==> src/rtl/inst_mem_loader.sv <==
// Byte-stream instruction-memory loader: parses [N_hi N_lo][4*N payload][xor csum],
// writes big-endian words to instruction memory and holds the CPU in reset until verified.
module inst_mem_loader #(
    parameter int DEPTH = 128,
    parameter int AW    = 7
) (
    input  logic          clk,
    input  logic          rst,
    input  logic          byte_valid,
    input  logic [7:0]    byte_data,
    output logic          byte_ready,
    input  logic          reload,
    output logic          mem_we,
    output logic [AW-1:0] mem_addr,
    output logic [31:0]   mem_data,
    output logic          cpu_rst,
    output logic          load_done,
    output logic          load_err
);

    typedef enum logic [2:0] {
        S_LEN_HI,
        S_LEN_LO,
        S_DATA,
        S_CSUM,
        S_DONE,
        S_ERR
    } state_t;

    localparam logic [15:0] LP_DEPTH = 16'(DEPTH);

    state_t        r_state;
    state_t        w_state_nxt;

    logic [15:0]   r_cnt;
    logic [15:0]   r_widx;
    logic [1:0]    r_bidx;
    logic [23:0]   r_shift;
    logic [7:0]    r_csum;
    logic          r_mem_we;
    logic [AW-1:0] r_mem_addr;
    logic [31:0]   r_mem_data;
    logic          r_cpu_rst;
    logic          r_done;
    logic          r_err;

    logic          w_ready;
    logic          w_xfer;
    logic [15:0]   w_n;
    logic          w_last_word;

    assign w_ready     = (r_state == S_LEN_HI) || (r_state == S_LEN_LO) ||
                         (r_state == S_DATA)   || (r_state == S_CSUM);
    assign w_xfer      = byte_valid & w_ready;
    assign w_n         = {r_cnt[15:8], byte_data};
    assign w_last_word = (r_bidx == 2'd3) && (r_widx == (r_cnt - 16'd1));

    assign byte_ready = w_ready;
    assign mem_we     = r_mem_we;
    assign mem_addr   = r_mem_addr;
    assign mem_data   = r_mem_data;
    assign cpu_rst    = r_cpu_rst;
    assign load_done  = r_done;
    assign load_err   = r_err;

    always_ff @(posedge clk) begin
        if (rst) r_state <= S_LEN_HI;
        else     r_state <= w_state_nxt;
    end

    always_comb begin
        w_state_nxt = r_state;
        case (r_state)
            S_LEN_HI: if (w_xfer) w_state_nxt = S_LEN_LO;
            S_LEN_LO: begin
                if (w_xfer) begin
                    if (w_n == 16'd0)         w_state_nxt = S_CSUM;
                    else if (w_n > LP_DEPTH)  w_state_nxt = S_ERR;
                    else                      w_state_nxt = S_DATA;
                end
            end
            S_DATA:   if (w_xfer && w_last_word) w_state_nxt = S_CSUM;
            S_CSUM: begin
                if (w_xfer) w_state_nxt = (byte_data == r_csum) ? S_DONE : S_ERR;
            end
            S_DONE:   if (reload) w_state_nxt = S_LEN_HI;
            S_ERR:    w_state_nxt = S_ERR;
            default:  w_state_nxt = S_ERR;
        endcase
    end

    // Status flags are registered from the next state so they line up with r_state.
    always_ff @(posedge clk) begin
        if (rst) begin
            r_cnt      <= '0;
            r_widx     <= '0;
            r_bidx     <= '0;
            r_shift    <= '0;
            r_csum     <= '0;
            r_mem_we   <= 1'b0;
            r_mem_addr <= '0;
            r_mem_data <= '0;
            r_cpu_rst  <= 1'b1;
            r_done     <= 1'b0;
            r_err      <= 1'b0;
        end else begin
            r_mem_we  <= 1'b0;
            r_cpu_rst <= (w_state_nxt != S_DONE);
            r_done    <= (w_state_nxt == S_DONE);
            r_err     <= (w_state_nxt == S_ERR);
            case (r_state)
                S_LEN_HI: if (w_xfer) r_cnt[15:8] <= byte_data;
                S_LEN_LO: if (w_xfer) r_cnt[7:0]  <= byte_data;
                S_DATA: begin
                    if (w_xfer) begin
                        r_shift <= {r_shift[15:0], byte_data};
                        r_csum  <= r_csum ^ byte_data;
                        r_bidx  <= r_bidx + 2'd1;
                        if (r_bidx == 2'd3) begin
                            r_mem_we   <= 1'b1;
                            r_mem_data <= {r_shift, byte_data};
                            r_mem_addr <= AW'(r_widx);
                            r_widx     <= r_widx + 16'd1;
                        end
                    end
                end
                S_DONE: begin
                    // Restart a fresh image; mem_data keeps the last written word.
                    if (reload) begin
                        r_cnt      <= '0;
                        r_widx     <= '0;
                        r_bidx     <= '0;
                        r_shift    <= '0;
                        r_csum     <= '0;
                        r_mem_addr <= '0;
                    end
                end
                default: ;
            endcase
        end
    end

endmodule
==> config.mk <==
export PLATFORM = sky130hd
export DESIGN_NAME = inst_mem_loader
export DESIGN_NICKNAME = d
export VERILOG_FILES = /design/src/rtl/inst_mem_loader.sv
export SDC_FILE = /design/constraint.sdc
export NUM_CORES = 1
export LEC_CHECK = 0
export BUFFER_PORTS_ARGS = -buffer_cell sky130_fd_sc_hd__buf_2
export CAP_MARGIN = 20
export CORE_MARGIN = 3
export CORE_UTILIZATION = 50
export DETAILED_ROUTE_END_ITERATION = 16
export HOLD_SLACK_MARGIN = 0.08
export MAX_ROUTING_LAYER = met4
export PLACE_DENSITY = 0.7
export SYNTH_ARGS = -nofsm -noshare
export SYNTH_HDL_FRONTEND = slang
export SYNTH_SLANG_ARGS = --single-unit
export TNS_END_PERCENT = 100
==> constraint.sdc <==
create_clock -name clk -period 6.3 [get_ports clk]
set_input_delay 0.63 -clock clk [delete_from_list [all_inputs] [get_ports clk]]
set_output_delay 0.63 -clock clk [all_outputs]
set_load 0.005 [all_outputs]
== After elaboration in Yosys (flattened, before gate mapping) ==
Index checks and enable logic that the tools add are counted.
Storage, ports and cells
  ROM bits: 0
  bits in writable memories: 0
  bits in registers: 112
  latch bits: 0
  bits of input ports: 12
  memories kept: 0
  output and inout port bits: 44
  logic and storage cells: 82
Cells by class
  reductions and logical operators: 16
  muxes and demuxes: 30
  div/mod/pow operators: 0
  add/sub/neg operators: 3
  $mul: 0
  bitwise gates (word level): 4
  magnitude comparators: 1
  shift-type cells: 0
  equality and inequality tests: 15
Operators by type and width (number)
  16-bit two-way mux: 3
  24-bit two-way mux: 2
  24-bit case mux with 2 select lines: 1
  8-bit case mux with 2 select lines: 3
  16-bit case mux with 2 select lines: 1
  8-bit two-way mux: 3
  3-bit two-way mux: 7
  7-bit two-way mux: 3
  16-bit by 1-bit adder with 16-bit output (second input constant): 1
  16-bit == test: 1
  16-bit by 8-bit greater-than comparator with 1-bit output (second input constant): 1
  16-bit zero test: 1
  16-bit by 1-bit subtractor with 16-bit output (second input constant): 1
  3-bit case mux with 5 select lines: 1
  7-bit case mux with 2 select lines: 1
  3-bit AND reduction: 4
  3-bit == test (second input constant): 3
  8-bit == test: 1
  2-bit != test (second input constant): 4
  8-bit bitwise XOR: 1
  3-bit by 2-bit == test with 1-bit output (second input constant): 2
  2-bit nonzero test: 3
  2-bit two-way mux: 2
  2-bit case mux with 2 select lines: 1
  other kinds (13): 18

== Logic depth before layout (Yosys ltp) ==
Gate-level depths: netlist of run 1.
  depth in word-level cells: 9
  mapped depth: 8
  mapped depth without buffers: 7

== Worst setup path before layout of run 1 ==
OpenSTA, ideal clock, no wires.
  kind: register to register
  start point: register r_cnt[0]
  end point: register r_state[0]
  data arrival time: 2.117 ns
  path buffers: 1
  required time: 6.239 ns
  library setup time: 0.061 ns
  cell stages (with the launch flop): 9
  setup slack: 4.123 ns
  clock period less this slack: 2.177 ns
  cell sequence: dfxtp_1 inv_1 ha_1 buf_2 or4b_4 or3_1 a222oi_1 o2111a_1 a41o_1
On the way
  cells in the longest elaborated chain, start to end: 6
RTL lines
  from (decl): line 35  | logic [15:0] r_cnt;
  from (signal assigned): line 113  | S_LEN_LO: if (w_xfer) r_cnt[7:0] <= byte_data;
  16-bit by 1-bit subtractor with 16-bit output: line 56  | assign w_last_word = (r_bidx == 2'd3) && (r_widx == (r_cnt - 16'd1));
  16-bit == test: line 56
  1-bit logical AND: line 56
  1-bit logical AND: line 82  | S_DATA: if (w_xfer && w_last_word) w_state_nxt = S_CSUM;
  3-bit two-way mux: line 82
  3-bit case mux with 5 select lines: line 73  | case (r_state)
  to (signal assigned): line 68  | else r_state <= w_state_nxt;
  to (decl): line 32  | state_t r_state;
Every way passes these cells.
A chain may end at the register's enable or synchronous reset.

== Worst setup path after layout of run 1 ==
Same ends and word-level chain as after synthesis.

==> results of run 1 <==
final cells by class:
cell class | instances | area (µm²)
Timing Repair Buffer | 60 | 333
Multi-Input combinational cell | 436 | 2430
Clock inverter | 7 | 95.1
Inverter | 7 | 26.3
Sequential cell | 112 | 2240
Clock buffer | 9 | 124
Fill cell | 878 | 3960
Tap cell | 129 | 161
power breakdown:
group / switching (µW) / total (µW) / internal [µW]
Sequential: 17.9 / 736 / 718
Combinational: 81.6 / 133 / 51.6
Clock: 264 / 461 / 197
Total: 363 / 1330 / 966
flip-flops by register name, summed over array words and instances, names as in the netlist, 2 cells and up:
name and flops:
r_cnt 16, mem_addr 7, mem_data 32, r_bidx 2, r_widx 16, r_state 3
r_shift 24, r_csum 8
layer usage:
metal  vias up  share of wire [%]
met1      1978                 49
li1       2114                  -
met2       117                 44
met5         -                  0
met3        12                5.9
met4         0                1.1
cell families (layout without fill, tap and decap cells):
| kind of cell | Yosys count | after routing |
|---|---|---|
| AOI/OAI and AO/OA | 124 | 124 |
| xor gates and xnor gates | 40 | 40 |
| adders and majority gates | 3 | 3 |
| buffers and inverters | 55 | 83 |
| DFF | 112 | 112 |
| muxes | 3 | 3 |
| and+or+nand+nor | 266 | 266 |
worst paths after layout:
path / slack, ns / start / to / cells past startpoint
min reg2reg: 0.46 / mem_data[16]$_SDFFE_PP0P_ / mem_data[16]$_SDFFE_PP0P_ / 2
max: 3.76 / r_cnt[0]$_SDFFE_PP0P_ / r_state[0]$_SDFF_PP0_ / 7
max reg2reg: 3.76 / r_cnt[0]$_SDFFE_PP0P_ / r_state[0]$_SDFF_PP0_ / 7
min: 0.46 / mem_data[16]$_SDFFE_PP0P_ / mem_data[16]$_SDFFE_PP0P_ / 2
stage by stage:
stage	cell area [µm²]	setup WS, ns	util, %	cells
2_1_floorplan	4880	4.12	-	603
3_3_place_gp	5160	3.37	55.1	743
3_5_place_dp	5190	3.68	55.4	744
4_1_cts	5410	3.78	57.7	760
5_1_grt	5410	3.61	57.7	760
6_report	5410	3.76	57.7	760
placed cells by master (no fill, tap or decap), types with 6 or more instances in the layout:
master,netlist,final
dfxtp_1,112,112
nand2_1,103,103
nor2_1,78,78
a21oi_1,64,64
buf_2,4,55
a22oi_1,29,29
xnor2_1,25,25
nand3_1,21,21
xor2_1,15,15
nand4_1,12,12
o21ai_0,11,11
nor3_1,10,10
clkbuf_8,0,9
inv_1,7,7
nor2b_1,6,6
nor4_1,6,6
worst min-delay path, cell delays in order (launching register included):
cell and delay [ns]:
dfxtp_1 0.33, nand2_1 0.05, a21oi_1 0.05
==> flow_summary.toml, run 1 <==
[yosys]
ys.flop_type = "dfxtp_1"
ys_seq_elements = 112
synth_edf_count = 0
synthTopCellsByCount = "dfxtp_1 (112), nand2_1 (103), nor2_1 (78), a21oi_1 (64), clkbuf_1 (40)"
synthArstFlopShare_pct = 0
synth_xor_area_share_pct = 7.19
synth_fa_ha_area_share_pct = 0.770
synth_area_leader_cell = "dfxtp_1"
synth.mux.area_fraction_pct = 0.616
synth_cell_types = 51
synth.top_cells.by_area = "dfxtp_1 (46%), nand2_1 (7.9%), a21oi_1 (6.6%)"
post-synth-top-count-cell = "dfxtp_1"
synth_top_family_by_area = "simple AND/OR/NAND/NOR gates"
synth_compound_area_share_pct = 16.0
yosysWarnings = 0
yosys.area_share.simple_pct = 25.0
netlist_area_mm2 = 0.00488
syn-num-nets = 618
syn_inst = 603
synth_top_area_share_pct = 46.0
yosysSeqAreaShare_pct = 46.0
syn_area_per_cell_um2 = 8.09

[global_route]
grt_pass1_wl_mm = 18.9
met2_usage_pct = 31.3
met1_usage_pct = 30.1
met3_usage_pct = 3.83
grt_max_degree = 96
top_usage_layer = "met2"
grt_pass1_vias = 3822
grt_overflow_total = 0
grt.total_usage_pct = 21.2
antenna_found_initial = 0

[layout]
syn2layout_area_growth_pct = 11.0
nNetsFinal = 641
antenna_cells = 0
drive_gt1_share_pct = 13.2

[run]
drv_cap = 0

[clock_tree]
cts_setup_buffers = 0
clk_pin_slew_worst_paths_ns = 0.12
htreeDepth = 3
ctsResizeCount = 0
cts-root-buf = "clkbuf_8"
clock_tree.buffer_depth = 2
tritoncts = "yes"
clock_sinks = 112
clk_latency_ns = 0.37
numCtsBuffers = 9
postCtsHoldBufs = 0

[timing]
whs_ns = 0.459
rsz0062_at_grt = "no"
clock_skew_ns = 0.0144
tightest_slew_ns = 0.936
tns_ns = 0
finalHoldViolCount = 0
slew_viol_final = 0
fin_crit_sh_pct = 40.4
relSlewSlack_pct = 37.6
fmax_ghz = 0.393
setup_viol = 0
period_needed_ns = 2.54

[drt]
vias_per_cell = 5.55
totalWireLength_mm = 11.3
drc = 0
firstDrtPassIters = 5
vias = 4221
dr.first_iter.drc_count = 228
ant_nets = 0
routedWlPerCell_um = 14.8

[power_and_ir_drop]
max-vdd-ir-drop_uv = 161
p_leak_uw = 0.00203
power.density_mw_per_mm2 = 246
power_uw = 1330

[floorplanning]
ios = 56
dieArea_mm2 = 0.0110
start_util_pct = 52.0
die_w_um = 105
row_count = 35
coreArea_mm2 = 0.00937
die_h_um = 105

[worst_setup_path]
critPathCaptureType = "register"
worstPathCellList = "inv_1, ha_1, nor4b_1, nand3_1, a221oi_1, o2111a_1, a41o_1"
cp_num_buf_inv = 1
cpPeakStageDelay_ns = 0.63
cp.required_ns = 6.62
crit_arrival_ns = 2.87
critPathKind = "reg2reg"
slowest_stage = "nor4b_1"
crit_path_max_fanout = 9
crit_family = "simple AND/OR/NAND/NOR gates"
cp-start-kind = "register"

[place]
routabilityCongestion = 0.893
port_buffers = 55
hpwlAfterDp_mm = 7.90

[hold_path]
hp-class = "reg2reg"

[status]
run_status = "finished clean"
(Power assumes the default switching activity.)
==> inputs of run 2 (changes only) <==
--- a/config.mk
+++ b/config.mk
@@ -5,6 +5,7 @@
 export SDC_FILE = /design/constraint.sdc
 export NUM_CORES = 1
 export LEC_CHECK = 0
+export ABC_AREA = 1
 export BUFFER_PORTS_ARGS = -buffer_cell sky130_fd_sc_hd__buf_2
 export CAP_MARGIN = 20
 export CORE_MARGIN = 3
@@ -12,7 +13,7 @@
 export DETAILED_ROUTE_END_ITERATION = 16
 export HOLD_SLACK_MARGIN = 0.08
 export MAX_ROUTING_LAYER = met4
-export PLACE_DENSITY = 0.7
+export PLACE_DENSITY = 0.73
 export SYNTH_ARGS = -nofsm -noshare
 export SYNTH_HDL_FRONTEND = slang
 export SYNTH_SLANG_ARGS = --single-unit
==> constraint.sdc (replaced) <==
create_clock -name clk -period 2.3 [get_ports clk]
set_input_delay 0.23 -clock clk [delete_from_list [all_inputs] [get_ports clk]]
set_output_delay 0.23 -clock clk [all_outputs]
set_load 0.005 [all_outputs]
==> run 2 against run 1 <==
Against the previous run:
- worst hold slack worse by 0.33 ns
- sequential power rose to 2.7 times the previous value
- sequential share of layout area fell by 0.60 points
- register-to-register slack got worse by 3.4 ns
- flip-flop and latch count stayed put
- area after synthesis rose by 0.18%
- final cell count rose by 14%
- wire length up 4.4%
- die area grew 0.17%
- largest cell class unchanged
==> flow_summary.toml, run 2 <==
[status]
run_status = "finished clean"

[drt]
firstDrtPassIters = 5
dr.first_iter.drc_count = 311
ant_nets = 0
totalWireLength_mm = 11.8
vias = 4515
vias_per_cell = 5.22
drc = 0
routedWlPerCell_um = 13.6

[floorplanning]
ios = 56
dieArea_mm2 = 0.0110
row_count = 35
start_util_pct = 52.1
die_w_um = 105
coreArea_mm2 = 0.00937
die_h_um = 105

[power_and_ir_drop]
max-vdd-ir-drop_uv = 501
p_leak_uw = 0.00248
power.density_mw_per_mm2 = 679

[timing]
tightest_slew_ns = 0.649
clock_skew_ns = 0.0117
fmax_ghz = 0.502
slew_viol_final = 0
fin_crit_sh_pct = 86.6
tns_ns = 0
relSlewSlack_pct = 56.7
rsz0062_at_grt = "no"
setup_viol = 0
finalHoldViolCount = 0
period_needed_ns = 1.99

[yosys]
ys_seq_elements = 112
synth_top_area_share_pct = 45.9
synth.top_cells.by_area = "dfxtp_1 (46%), nand2_1 (14%), a21oi_1 (6.5%)"
synth_cell_types = 33
netlist_area_mm2 = 0.00488
yosysWarnings = 0
synth_top_family_by_area = "simple AND/OR/NAND/NOR gates"
synth_area_leader_cell = "dfxtp_1"
synthTopCellsByCount = "nand2_1 (186), dfxtp_1 (112), nor2_1 (79), a21oi_1 (63), nand3_1 (58)"
yosysSeqAreaShare_pct = 45.9
synth.mux.area_fraction_pct = 0
synth_edf_count = 0
syn_inst = 682
synth_xor_area_share_pct = 4.30
synth_compound_area_share_pct = 11.9
syn-num-nets = 697
yosys.area_share.simple_pct = 31.0
synthArstFlopShare_pct = 0
post-synth-top-count-cell = "nand2_1"
ys.flop_type = "dfxtp_1"
syn_area_per_cell_um2 = 7.16
synth_fa_ha_area_share_pct = 0.768

[layout]
nNetsFinal = 746
final_common_cell = "nand2_1"
drive_gt1_share_pct = 13.5
antenna_cells = 0
most-common-layout-cells = "nand2_1 (186), dfxtp_1 (112), nor2_1 (79)"
largest_reg_flops = 32
postLayoutCellArea_mm2 = 0.00549
syn2layout_area_growth_pct = 12.4

[clock_tree]
cts-root-buf = "clkbuf_8"
clock_tree.buffer_depth = 2
clk_latency_ns = 0.38
postCtsHoldBufs = 0
clk_pin_slew_worst_paths_ns = 0.11
tritoncts = "yes"
clock_sinks = 112
cts_setup_buffers = 0
numCtsBuffers = 9
htreeDepth = 3
ctsResizeCount = 0

[worst_setup_path]
critPathCaptureType = "register"
cpPeakStageDelay_ns = 0.36
cpMostUsedCell = "nand2_1"
slowest_stage = "dfxtp_1"
worstPathCellList = "inv_1, ha_1, nand2_1, nor2_1, nand2_1, nand3_1, nand2_1, nor3_1, nand3_1, nand2_1, nor2_1"
crit_arrival_ns = 2.28
crit_path_max_fanout = 6
critPathKind = "reg2reg"
cp.required_ns = 2.59
cp-start-kind = "register"

[run]
drv_cap = 0

[place]
port_buffers = 55
hpwlAfterDp_mm = 8.66
routabilityCongestion = 0.871
dpl-instance-area_mm2 = 0.00528

[global_route]
grt_overflow_total = 0
grt_max_degree = 41
antenna_found_initial = 0
grt_pass1_wl_mm = 20.0
grt_pass1_vias = 4147
grt.total_usage_pct = 22.8

[hold_path]
hp-class = "in2reg"
## run 2: logic make-up after synthesis
family,after synthesis
DFF,112
and+or+nand+nor,355
xor gates and xnor gates,24
adders and majority gates,3
AOI/OAI and AO/OA,110
buffers and inverters,78
## run 2: cell type report
| cell class | count | area, µm² |
|---|---|---|
| Fill cell | 906 | 3880 |
| Multi-Input combinational cell | 492 | 2340 |
| Clock buffer | 9 | 124 |
| Tap cell | 129 | 161 |
| Clock inverter | 7 | 90.1 |
| Timing Repair Buffer | 63 | 335 |
| Inverter | 53 | 199 |
| Sequential cell | 112 | 2240 |
## run 2: report_power, final
| part | switching (µW) | internal (µW) | total (µW) |
|---|---|---|---|
| combinational | 323 | 163 | 486 |
| sequential | 40.5 | 1970 | 2010 |
| clock | 705 | 526 | 1230 |
| total | 1070 | 2660 | 3730 |
## run 2: final timing paths
| check | startpoint | end | slack [ns] | depth (start not counted) |
|---|---|---|---|---|
| hold reg to reg | r_shift[17]$_SDFFE_PP0P_ | r_shift[17]$_SDFFE_PP0P_ | 0.47 | 2 |
| hold / removal | byte_data[3] | r_shift[3]$_SDFFE_PP0P_ | 0.13 | 3 |
| setup / recovery | r_cnt[0]$_SDFFE_PP0P_ | load_done$_SDFF_PP0_ | 0.31 | 11 |
| setup reg to reg | r_cnt[0]$_SDFFE_PP0P_ | load_done$_SDFF_PP0_ | 0.31 | 11 |
## run 2: critical path: cells and delay by family (launching register included)
family / cells / cell delay (ns)
adders and majority gates: 1 / 0.24
and+or+nand+nor: 9 / 1.22
buffers and inverters: 1 / 0.09
DFF: 1 / 0.36
## run 2: through the flow
| stage | utilization [%] | hold slack (ns) | setup WS, ns | total power [µW] | std cells |
|---|---|---|---|---|---|
| detailed placement | 56.3 | 0.459 | 0.324 | 2540 | 849 |
| floorplan | - | 0.379 | 0.657 | 2420 | 682 |
| CTS | 58.6 | 0.111 | 0.312 | 3770 | 865 |
| global route | 58.6 | 0.116 | 0.0132 | 3920 | 865 |
| global placement | 56.3 | 0.441 | 0.389 | 2530 | 849 |
| finish | 58.6 | 0.132 | 0.308 | 3730 | 865 |
## run 2: metal layers
metal,vias up,wire (µm),part of all wire (%),global-route usage (%)
met5,-,0,0,-
met4,0,201,1.7,7.50
met3,19,569,4.8,3.83
met2,125,5510,47,35.8
met1,2073,5480,47,30.1
li1,2298,-,-,-
==> inputs of run 3 (changes only) <==
--- a/config.mk
+++ b/config.mk
@@ -9,11 +9,10 @@
 export BUFFER_PORTS_ARGS = -buffer_cell sky130_fd_sc_hd__buf_2
 export CAP_MARGIN = 20
 export CORE_MARGIN = 3
-export CORE_UTILIZATION = 50
+export CORE_UTILIZATION = 40
 export DETAILED_ROUTE_END_ITERATION = 16
 export HOLD_SLACK_MARGIN = 0.08
 export MAX_ROUTING_LAYER = met4
-export PLACE_DENSITY = 0.73
 export SYNTH_ARGS = -nofsm -noshare
 export SYNTH_HDL_FRONTEND = slang
 export SYNTH_SLANG_ARGS = --single-unit
==> run 3 against run 2 <==
Against the previous run:
- combinational power increased by 1%
- clock power rose by 22%
- clock-buffer cell count is 1 higher
- wire length grew 5.9%
- sequential power about the same
- worst hold slack gained 0.028 ns
- via count down 0.31%
- critical path type unchanged
==> flow_summary.toml, run 3 (synthesis results as in run 2) <==
[layout]
final_util_pct = 47.7
postLayoutCellArea_mm2 = 0.00557
syn2layout_area_growth_pct = 14.0
nNetsFinal = 745
seqCellArea_mm2 = 0.00224
most-common-layout-cells = "nand2_1 (186), dfxtp_1 (112), nor2_1 (79)"
multiInputGateArea_mm2 = 0.00234
drive_gt1_share_pct = 13.2
antenna_cells = 0
largest_reg_flops = 32
final_common_cell = "nand2_1"
nFillCells = 1206

[worst_setup_path]
crit_family = "simple AND/OR/NAND/NOR gates"
slowest_stage = "dfxtp_1"
cpPeakStageDelay_ns = 0.34
cp_num_buf_inv = 1
critPathKind = "reg2reg"
cp-start-kind = "register"
crit_arrival_ns = 2.27
worstPathCellList = "inv_1, ha_1, nand2_1, nor2_1, nand2_1, nand3_1, nand2_1, nor3_1, nand3_1, nand2_1, nor2_1"
cp.required_ns = 2.56
crit_path_max_fanout = 6
cpMostUsedCell = "nand2_1"
critPathCaptureType = "register"

[clock_tree]
postCtsHoldBufs = 0
cts_setup_buffers = 0
clk_pin_slew_worst_paths_ns = 0.08
clk_latency_ns = 0.36
cts-root-buf = "clkbuf_16"
htreeDepth = 3
clock_sinks = 112
clock_tree.buffer_depth = 2
ctsResizeCount = 0
tritoncts = "yes"
numCtsBuffers = 9

[timing]
fmax_ghz = 0.495
setup_viol = 0
fin_crit_sh_pct = 87.8
layout_setup_ws_ns = 0.281
tightest_slew_ns = 0.723
rsz0062_at_grt = "no"
clock_skew_ns = 0.00910
relSlewSlack_pct = 51.8
whs_ns = 0.160
tns_ns = 0
period_needed_ns = 2.02
slew_viol_final = 0
finalHoldViolCount = 0

[drt]
dr.first_iter.drc_count = 258
vias_per_cell = 5.13
totalWireLength_mm = 12.5
vias = 4501
firstDrtPassIters = 5
drc = 0
ant_nets = 0
routedWlPerCell_um = 14.2

[floorplanning]
coreArea_mm2 = 0.0117
die_h_um = 117
row_count = 39
ios = 56
dieArea_mm2 = 0.0136
die_w_um = 117
start_util_pct = 41.9

[place]
hpwlAfterDp_mm = 9.19
port_buffers = 55
preCtsSetupSlack_ns = 0.287
routabilityCongestion = 0.851
dpl-instance-area_mm2 = 0.00529

[status]
run_status = "finished clean"

[power_and_ir_drop]
p_leak_uw = 0.00251
power.density_mw_per_mm2 = 719
max-vdd-ir-drop_uv = 364

[global_route]
grt_overflow_total = 0
grt_pass1_vias = 4237
grt_max_degree = 34
grt.total_usage_pct = 19.7
grt_pass1_wl_mm = 20.6
antenna_found_initial = 0

[run]
drv_cap = 0

[hold_path]
hp-class = "in2reg"
[run 3: cell count changes in the layout (fill, tap and decap cells not counted), sizes merged]
cell | before | now
buf | 63 | 62
clkinv | 2 | 1
inv | 55 | 56
bufinv | 1 | 0
clkbuf | 9 | 10
[run 3: layer usage]
layer	global-route usage (%)	vias up	routed length, µm
li1	-	2304	-
met2	31.8	100	5900
met1	25.1	2079	5820
met5	-	-	0
met3	4.51	18	599
met4	4.95	0	139
[run 3: worst register-to-register path, delay by kind of cell (launching register included)]
family | cells | cell delay (ns)
DFF | 1 | 0.34
adders and majority gates | 1 | 0.22
and+or+nand+nor | 9 | 1.28
buffers and inverters | 1 | 0.09
[run 3: path summary, 6_finish.rpt]
kind / from / to / slack, ns / cells after the start
worst max-delay path: r_cnt[0]$_SDFFE_PP0P_ / load_done$_SDFF_PP0_ / 0.28 / 11
worst min-delay path: byte_data[0] / r_shift[0]$_SDFFE_PP0P_ / 0.16 / 3
worst max register to register: r_cnt[0]$_SDFFE_PP0P_ / load_done$_SDFF_PP0_ / 0.28 / 11
worst min register to register: r_shift[16]$_SDFFE_PP0P_ / r_shift[16]$_SDFFE_PP0P_ / 0.46 / 2
[run 3: final cells by class]
cell class | count | area share, %
Clock buffer | 10 | 4.11
Clock inverter | 6 | 0.921
Inverter | 53 | 3.57
Multi-Input combinational cell | 492 | 42.0
Sequential cell | 112 | 40.3
Tap cell | 143 | 3.21
Timing Repair Buffer | 62 | 5.89
[run 3: report_power, final]
| part | internal, µW | switching [µW] | total, µW |
|---|---|---|---|
| registers | 1970 | 41.0 | 2010 |
| clock network | 753 | 746 | 1500 |
| logic | 163 | 330 | 493 |
| total | 2890 | 1120 | 4010 |
[run 3: metrics by stage]
| step | power, µW | instances |
|---|---|---|
| 5_1_grt | 4200 | 878 |
| 3_3_place_gp | 2530 | 862 |
| 4_1_cts | 4050 | 878 |
| 6_report | 4010 | 878 |
| 3_5_place_dp | 2550 | 862 |
| 2_1_floorplan | 2420 | 682 |
